## config.mk

```make
export PLATFORM = sky130hd
export DESIGN_NAME = alarm_trigger_flat
export DESIGN_NICKNAME = d
export VERILOG_FILES = /design/src/rtl/alarm_trigger_if.sv /design/src/rtl/alarm_trigger.sv /design/src/flat_wrapper.sv
export SDC_FILE = /design/constraint.sdc
export NUM_CORES = 1
export LEC_CHECK = 0
export BUFFER_PORTS_ARGS = -buffer_cell sky130_fd_sc_hd__buf_2
export CAP_MARGIN = 20
export CORE_MARGIN = 2
export CORE_UTILIZATION = 50
export CTS_CLUSTER_SIZE = 30
export DETAILED_ROUTE_END_ITERATION = 8
export HOLD_SLACK_MARGIN = 0.03
export PLACE_DENSITY = 0.79
export SLEW_MARGIN = 20
export SYNTH_ARGS = -nofsm -noshare
export SYNTH_HDL_FRONTEND = slang
export SYNTH_SLANG_ARGS = --single-unit
```

## constraint.sdc

```tcl
create_clock -name clk -period 2.44 [get_ports clk]
set_input_delay 0 -clock clk [delete_from_list [all_inputs] [get_ports clk]]
set_output_delay 0 -clock clk [all_outputs]
set_load 0.005 [all_outputs]
```

## src/rtl/alarm_trigger_if.sv

```systemverilog
// Alarm trigger bundle: time-of-day, alarm setting and user controls in, ring status and flasher start out.
// The master side is the clock/keypad logic; the slave side is alarm_trigger.
interface alarm_trigger_if;
  logic       sec_tick;
  logic [4:0] cur_hour;
  logic [5:0] cur_min;
  logic [5:0] cur_sec;
  logic [4:0] alarm_hour;
  logic [5:0] alarm_min;
  logic       alarm_en;
  logic       snooze;
  logic       dismiss;
  logic       trig;
  logic       ringing;
  logic       snoozing;
  logic [1:0] snooze_left;

  modport master (
    output sec_tick, cur_hour, cur_min, cur_sec, alarm_hour, alarm_min,
           alarm_en, snooze, dismiss,
    input  trig, ringing, snoozing, snooze_left
  );

  modport slave (
    input  sec_tick, cur_hour, cur_min, cur_sec, alarm_hour, alarm_min,
           alarm_en, snooze, dismiss,
    output trig, ringing, snoozing, snooze_left
  );
endinterface

```

## src/rtl/alarm_trigger.sv

```systemverilog
// Alarm session FSM (idle/ring/snooze) emitting one-cycle flasher start pulses; all outputs registered,
// one cycle after the deciding input. No backpressure: trig is a fire-and-forget pulse.
module alarm_trigger #(
  parameter int RETRIG_SEC = 4,
  parameter int RING_SEC   = 60,
  parameter int SNOOZE_SEC = 300,
  parameter int MAX_SNOOZE = 3,
  parameter int CW         = 9
) (
  input  logic          clk,
  input  logic          rst,
  alarm_trigger_if.slave bus
);

  localparam logic [1:0] IDLE   = 2'd0;
  localparam logic [1:0] RING   = 2'd1;
  localparam logic [1:0] SNOOZE = 2'd2;

  localparam logic [CW-1:0] RT_LAST  = CW'(RETRIG_SEC - 1);
  localparam logic [CW-1:0] RUN_LAST = CW'(RING_SEC - 1);
  localparam logic [CW-1:0] SNZ_LAST = CW'(SNOOZE_SEC - 1);
  localparam logic [1:0]    LEFT_MAX = 2'(MAX_SNOOZE);

  logic [1:0]    state, state_n;
  logic [CW-1:0] rt_cnt, rt_n;
  logic [CW-1:0] run_cnt, run_n;
  logic [1:0]    left_q, left_n;
  logic          trig_q, trig_n;
  logic          ringing_q, snoozing_q;
  logic          match, abort, to_idle;

  assign match = bus.alarm_en & bus.sec_tick &
                 (bus.cur_hour == bus.alarm_hour) &
                 (bus.cur_min == bus.alarm_min) &
                 (bus.cur_sec == 6'd0);

  // Disarm or dismiss beats every other event in a live session.
  assign abort = ~bus.alarm_en | bus.dismiss;

  always_comb begin
    state_n = state;
    rt_n    = rt_cnt;
    run_n   = run_cnt;
    left_n  = left_q;
    trig_n  = 1'b0;
    to_idle = 1'b0;
    case (state)
      IDLE: begin
        if (match) begin
          state_n = RING;
          trig_n  = 1'b1;
          rt_n    = '0;
          run_n   = '0;
        end
      end
      RING: begin
        if (abort) begin
          to_idle = 1'b1;
        end else if (bus.sec_tick && run_cnt == RUN_LAST) begin
          to_idle = 1'b1;
        end else if (bus.snooze && left_q != 2'd0) begin
          state_n = SNOOZE;
          left_n  = left_q - 2'd1;
          run_n   = '0;
        end else if (bus.sec_tick) begin
          run_n = run_cnt + 1'b1;
          if (rt_cnt == RT_LAST) begin
            trig_n = 1'b1;
            rt_n   = '0;
          end else begin
            rt_n = rt_cnt + 1'b1;
          end
        end
      end
      SNOOZE: begin
        if (abort) begin
          to_idle = 1'b1;
        end else if (bus.sec_tick) begin
          if (run_cnt == SNZ_LAST) begin
            state_n = RING;
            trig_n  = 1'b1;
            rt_n    = '0;
            run_n   = '0;
          end else begin
            run_n = run_cnt + 1'b1;
          end
        end
      end
      default: to_idle = 1'b1;
    endcase

    if (to_idle) begin
      state_n = IDLE;
      left_n  = LEFT_MAX;
      rt_n    = '0;
      run_n   = '0;
      trig_n  = 1'b0;
    end
  end

  always_ff @(posedge clk or negedge rst) begin
    if (!rst) begin
      state      <= IDLE;
      rt_cnt     <= '0;
      run_cnt    <= '0;
      left_q     <= LEFT_MAX;
      trig_q     <= 1'b0;
      ringing_q  <= 1'b0;
      snoozing_q <= 1'b0;
    end else begin
      state      <= state_n;
      rt_cnt     <= rt_n;
      run_cnt    <= run_n;
      left_q     <= left_n;
      trig_q     <= trig_n;
      ringing_q  <= (state_n == RING);
      snoozing_q <= (state_n == SNOOZE);
    end
  end

  assign bus.trig        = trig_q;
  assign bus.ringing     = ringing_q;
  assign bus.snoozing    = snoozing_q;
  assign bus.snooze_left = left_q;

endmodule

```

## src/flat_wrapper.sv

```systemverilog
// flat-port wrapper written by rule: the top's interface ports become plain ports
module alarm_trigger_flat 
#(
  parameter int RETRIG_SEC = 4,
  parameter int RING_SEC   = 60,
  parameter int SNOOZE_SEC = 300,
  parameter int MAX_SNOOZE = 3,
  parameter int CW         = 9
)
  (clk, rst, bus_sec_tick, bus_cur_hour, bus_cur_min, bus_cur_sec, bus_alarm_hour, bus_alarm_min, bus_alarm_en, bus_snooze, bus_dismiss, bus_trig, bus_ringing, bus_snoozing, bus_snooze_left);
  alarm_trigger_if bus_i ();
  input  logic clk;
  input  logic rst;
  input wire logic [$bits(bus_i.sec_tick)-1:0] bus_sec_tick;
  input wire logic [$bits(bus_i.cur_hour)-1:0] bus_cur_hour;
  input wire logic [$bits(bus_i.cur_min)-1:0] bus_cur_min;
  input wire logic [$bits(bus_i.cur_sec)-1:0] bus_cur_sec;
  input wire logic [$bits(bus_i.alarm_hour)-1:0] bus_alarm_hour;
  input wire logic [$bits(bus_i.alarm_min)-1:0] bus_alarm_min;
  input wire logic [$bits(bus_i.alarm_en)-1:0] bus_alarm_en;
  input wire logic [$bits(bus_i.snooze)-1:0] bus_snooze;
  input wire logic [$bits(bus_i.dismiss)-1:0] bus_dismiss;
  output wire logic [$bits(bus_i.trig)-1:0] bus_trig;
  output wire logic [$bits(bus_i.ringing)-1:0] bus_ringing;
  output wire logic [$bits(bus_i.snoozing)-1:0] bus_snoozing;
  output wire logic [$bits(bus_i.snooze_left)-1:0] bus_snooze_left;
  assign bus_i.sec_tick = bus_sec_tick;
  assign bus_i.cur_hour = bus_cur_hour;
  assign bus_i.cur_min = bus_cur_min;
  assign bus_i.cur_sec = bus_cur_sec;
  assign bus_i.alarm_hour = bus_alarm_hour;
  assign bus_i.alarm_min = bus_alarm_min;
  assign bus_i.alarm_en = bus_alarm_en;
  assign bus_i.snooze = bus_snooze;
  assign bus_i.dismiss = bus_dismiss;
  assign bus_trig = bus_i.trig;
  assign bus_ringing = bus_i.ringing;
  assign bus_snoozing = bus_i.snoozing;
  assign bus_snooze_left = bus_i.snooze_left;
  alarm_trigger #(.RETRIG_SEC(RETRIG_SEC), .RING_SEC(RING_SEC), .SNOOZE_SEC(SNOOZE_SEC), .MAX_SNOOZE(MAX_SNOOZE), .CW(CW)) u_core (.clk(clk), .rst(rst), .bus(bus_i));
endmodule
```

# Word-level counts from Yosys, hierarchy flattened
# Cells that the tools add are included.
totals:
  reg_bits: 25
  input_bits: 34
  output_inout_bits: 5
  wordCells: 96
op_classes:
  add_sub_neg: 3
  n_eq_ne: 20
  n_mux: 49
  n_bitwise: 6
  reduce_logical: 11
op_table:
  columns: ["operator", "n"]
  rows:
  - ["9-bit 2-to-1 mux", 18]
  - ["9-bit case mux with 3 select lines", 2]
  - ["2-bit 2-to-1 mux", 13]
  - ["9-bit by 1-bit adder with 9-bit output, second input constant", 2]
  - ["1-bit 2-to-1 mux", 13]
  - ["3-bit by 2-bit inequality test with 1-bit output, second input constant", 4]
  - ["9-bit by 2-bit equality test with 1-bit output, second input constant", 1]
  - ["9-bit by 6-bit equality test with 1-bit output, second input constant", 1]
  - ["9-bit equality test, second input constant", 1]
  - ["9-bit AND reduction", 1]
  - ["7-bit AND reduction", 1]
  - ["6-bit equality test", 1]
  - ["6-bit zero test", 1]
  - ["3-bit by 1-bit inequality test with 1-bit output, second input constant", 2]
  - ["3-bit inequality test, second input constant", 2]
  - ["1-bit case mux with 3 select lines", 2]
  - ["2-bit case mux with 3 select lines", 1]
  - ["2-bit nonzero test", 3]
  - ["5-bit equality test", 1]
  - ["1-bit bitwise AND", 4]
  - ["2-bit by 1-bit equality test with 1-bit output, second input constant", 2]
  - ["2-bit equality test, second input constant", 2]
  - ["4-bit by 2-bit inequality test with 1-bit output, second input constant", 1]
  - ["4-bit AND reduction", 1]
  - ["8 further kinds", 9]

# Logic depth before layout (Yosys ltp)
logic_depth:
  ltp_word: 8
  depth_mapped: 9
  ltp_nobuf: 7

# Worst setup path after synthesis
# Ideal clock, no wire load.
synth_timing:
  path_kind: "reg-to-reg"
  startpoint: "reg u_core.run_cnt[0]"
  endpoint: "reg u_core.rt_cnt[5]"
  setup_time_ps: 121
  arrival_ps: 2216
  required_time_ps: 2319
  slack_ps: 103
  stages_incl_launch_ff: 9
  path_buffers: 2
  synth_period_minus_slack_ps: 2337
  cell_sequence: "dfrtp_1 ha_1 or4b_1 buf_2 or3_1 buf_6 o211a_2 a221o_1 a22o_1"
synth_via:
  elab_chain_cells: 7
  elab_cells_between_ends: 17
  classes_between: "eq/ne: 10; mux: 4; reduce/logical: 3"
synth_lines:
  columns: ["element", "line_no", "rtl"]
  rows:
  - ["start: declaration", "alarm_trigger.sv:26", "logic [CW-1:0] run_cnt, run_n;"]
  - ["start signal: assignment", "alarm_trigger.sv:113", "run_cnt <= run_n;"]
  - ["9-bit by 6-bit equality test with 1-bit output", "alarm_trigger.sv:59", "end else if (bus.sec_tick && run_cnt == RUN_LAST) begin"]
  - ["1-bit logical AND", "alarm_trigger.sv:59", null]
  - ["1-bit 2-to-1 mux", "alarm_trigger.sv:59", null]
  - ["1-bit 2-to-1 mux", "alarm_trigger.sv:57", "if (abort) begin"]
  - ["1-bit case mux with 3 select lines", "alarm_trigger.sv:47", "case (state)"]
  - ["3-bit by 1-bit inequality test with 1-bit output (no source line), or another cell as far along", null, null]
  - ["9-bit AND reduction (no source line)", null, null]
  - ["end signal: assignment", "alarm_trigger.sv:112", "rt_cnt <= rt_n;"]
  - ["end: declaration", "alarm_trigger.sv:25", "logic [CW-1:0] rt_cnt, rt_n;"]
# Parallel ways exist; a longest one is shown, timed or not.
# A chain may end at the register's enable or synchronous reset.

# Worst setup path in the final report
layout_timing:
  startpoint: "reg u_core.rt_cnt[6]"
  endpoint: "reg u_core.rt_cnt[3]"
layout_via:
  elab_chain_cells: 8
layout_lines:
  columns: ["element", "line_no", "rtl"]
  rows:
  - ["9-bit by 2-bit equality test with 1-bit output", "alarm_trigger.sv:67", "if (rt_cnt == RT_LAST) begin"]
  - ["9-bit 2-to-1 mux", "alarm_trigger.sv:67", null]
  - ["9-bit 2-to-1 mux", "alarm_trigger.sv:65", "end else if (bus.sec_tick) begin"]
  - ["9-bit 2-to-1 mux", "alarm_trigger.sv:61", "end else if (bus.snooze && left_q != 2'd0) begin"]
  - ["9-bit 2-to-1 mux", "alarm_trigger.sv:59", null]
  - ["9-bit 2-to-1 mux", "alarm_trigger.sv:57", null]
  - ["9-bit case mux with 3 select lines", "alarm_trigger.sv:47", null]
  - ["9-bit 2-to-1 mux", "alarm_trigger.sv:92", "if (to_idle) begin"]
# Every way passes these cells. The select of a mux whose other input is x is not followed.

==> flow_summary.ini <==
[grt]
globalRouteOverflowTotal = 0
grt_first_pass_wirelength_mm = 8.40
grt_max_degree = 26
antenna_found_initial = 0
track_usage_pct = 23.4
grt_pass1_vias = 1825

[power]
swShare_pct = 23.6
sequentialPowerShare_pct = 55.7
p_sw_w = 0.000176
vdd_drop_max_uv = 226
clkPwrFrac_pct = 34.0
pwr_density_cell_mw_per_mm2 = 303
p_int_w = 0.000569
p_comb_share_pct = 10.4
total_power_w = 0.000745
power_leakage_nw = 1.08

[sta]
fin_crit_ns = 2.39
hold_slack_ns = 0.0699
fin_worst_skew_ns = 0.00522
worst_slew_pin_slew_ns = 0.575
finalSetupViolCount = 0
post-route-period-util_pct = 97.9
hold_violations = 0
fmax_mhz = 419
slew_violations = 0
max_slew_margin_pct = 61.6

[die]
dieHeight_um = 68.1
rows = 23
die_area_mm2 = 0.00464
initial_utilization_pct = 51.8
die_x_um = 68.1
ios = 39
coreArea_mm2 = 0.00397

[clock_network]
cts_tree = yes
cts_buffers = 3
clkSinkCount = 25
cts_buffer_depth = 2
clk-insertion-delay-late_ns = 0.27
root_buffer = clkbuf_8
htreeDepth = 1
path_clk_slew_ns = 0.09

[setup_path]
cp.required_ns = 2.60
arrival_ns = 2.55
start_kind = flip-flop
critPathCaptureType = flip-flop
crit_type = flip-flop to flip-flop
cp_max_fo = 5

[detailed_routing]
num_vias = 2082
wirelength_mm = 5.31
drc = 0
viasPerCell = 6.29
detail-route-antenna-nets = 0
drt_iter0_markers = 209
wire_per_inst_um = 16.0
drt_pass1_iterations = 4

[run_status]
status = finished clean

[yosys]
async_flop_share_pct = 100
ys_warn_count = 0
synthesis.nets = 274
syn-cell-area_mm2 = 0.00206
synthDistinctLibCells = 57
avgSynthCellArea_um2 = 8.86
synth_edf_count = 0
ys_seq_area_share_pct = 30.6
synth_seq_cells = 25
synth_cells = 232
ys.flop_type = dfrtp_1

[placed_design]
io_buffers = 38
dpl_cell_area_mm2 = 0.00235
place_hpwl_mm = 3.99
globalplace.congestion = 0.851

[layout]
final_area_mm2 = 0.00246
drive_gt1_share_pct = 26.7
insertedDiodeCount = 0
nets = 324
syn2layout_area_growth_pct = 19.5

[job]
max_cap_viol_count = 0

[worst_hold_path]
hp-class = input port to flip-flop
## kinds of logic after synthesis
group                    count (synthesis)  synth area share [%]
adder cells (fa/ha/maj)                  8                  4.87
XOR/XNOR                                12                  5.11
AO/OA/AOI/OAI                           53                  22.6
flip-flops                              25                  30.6
buffers and inverters                   21                  4.63
multiplexers                             4                  2.07
AND/OR/NAND/NOR                        109                  30.2
## state kept, by name, summed over array words and instances, names as in the netlist
register                count
u_core.bus.snoozing         1
u_core.bus.trig             1
u_core.run_cnt              9
u_core.bus.ringing          1
u_core.state                2
u_core.rt_cnt               9
u_core.bus.snooze_left      2
## through the flow
step / cells / setup TNS (ns) / util, % / setup WS (ns)
after CTS: 328 / 0 / 60.7 / 0.0643
after floorplan: 232 / 0 / - / 0.103
final: 331 / 0 / 61.8 / 0.0516
after global placement: 323 / 0 / 59.1 / 0.0684
after detailed placement: 323 / 0 / 59.1 / 0.00314
after global routing: 331 / -0.0532 / 61.8 / -0.0304
## critical path, stage by stage, from the launching register on
cell,delay [ns]
dfrtp_1,0.43
or4_1,0.58
o41ai_1,0.52
nor2_1,0.19
a221o_1,0.33
a22o_1,0.23
## repair_timing
action,CTS,global route
buffers inserted,0,3
hold buffers,1,0
gates cloned,0,0
endpoints found under the hold margin,23,0
endpoints found under the setup margin,2,13
pin swaps,0,5
gates resized for setup,2,5
## power by group through the flow
stage	combinational, W	sequential (W)	clock, W
CTS	0.0000778	0.000415	0.000256
finish	0.0000771	0.000415	0.000253
detailed placement	0.0000763	0.000423	0
floorplan	0.0000312	0.000423	0
global placement	0.0000735	0.000423	0
global route	0.0000861	0.000415	0.000278
## Yosys cell counts, drive strengths merged (7+ instances only)
cell type,number,area [um2]
dfrtp,23,576
nand2,18,67.6
nor3,7,35.0
ha,8,100
and2,8,50.1
nor2,14,52.6
o2111ai,8,70.1
xnor2,12,105
nand3,18,90.1
inv,12,45.0
## cell type report
| class | count | area (um2) |
|---|---|---|
| Tap cell | 50 | 62.6 |
| Fill cell | 357 | 1520 |
| Timing Repair Buffer | 54 | 313 |
| Inverter | 12 | 45.0 |
| Sequential cell | 25 | 628 |
| Multi-Input combinational cell | 186 | 1360 |
| Clock buffer | 4 | 45.0 |
## layer usage
layer	part of all wire (%)	GRT usage [%]	vias to the layer above	wire length (um)
li1	-	-	994	-
met1	43	31.6	1018	2260
met2	51	40.2	61	2730
met3	4.2	1.97	9	221
met4	1.7	5.75	0	91
met5	0	0	-	0
## path summary, 6_finish.rpt
path	to	startpoint	cells past startpoint	slack, ns
worst max-delay path	u_core.rt_cnt[3]$_DFFE_PN0P_	u_core.rt_cnt[6]$_DFFE_PN0P_	5	0.05
worst max register to register	u_core.rt_cnt[3]$_DFFE_PN0P_	u_core.rt_cnt[6]$_DFFE_PN0P_	5	0.05
worst min register to register	u_core.run_cnt[1]$_DFFE_PN0P_	u_core.run_cnt[1]$_DFFE_PN0P_	2	0.56
min in group asynchronous	u_core.state[0]$_DFF_PN0_	rst	2	0.25
max in group asynchronous	u_core.run_cnt[8]$_DFFE_PN0P_	rst	2	1.81
worst min-delay path	u_core.bus.trig$_DFF_PN0_	bus_sec_tick	3	0.07
## placed cells by master (no fill, tap or decap), types with 3 or more instances in the layout
cell / instances
a221o_1: 3
a221oi_1: 5
a22o_1: 6
and2_1: 8
and3_1: 3
and4_1: 3
buf_2: 38
buf_4: 15
clkbuf_8: 3
dfrtp_1: 23
ha_1: 7
inv_1: 12
nand2_1: 18
nand2b_1: 3
nand3_1: 18
nand3b_1: 3
nand4_1: 5
nor2_1: 14
nor2b_1: 6
nor3_1: 7
nor4_1: 4
o2111ai_1: 8
o21ai_0: 3
o221ai_1: 6
or2_2: 3
or4_1: 3
xnor2_1: 12
Power figures use the tool's default switching activity.
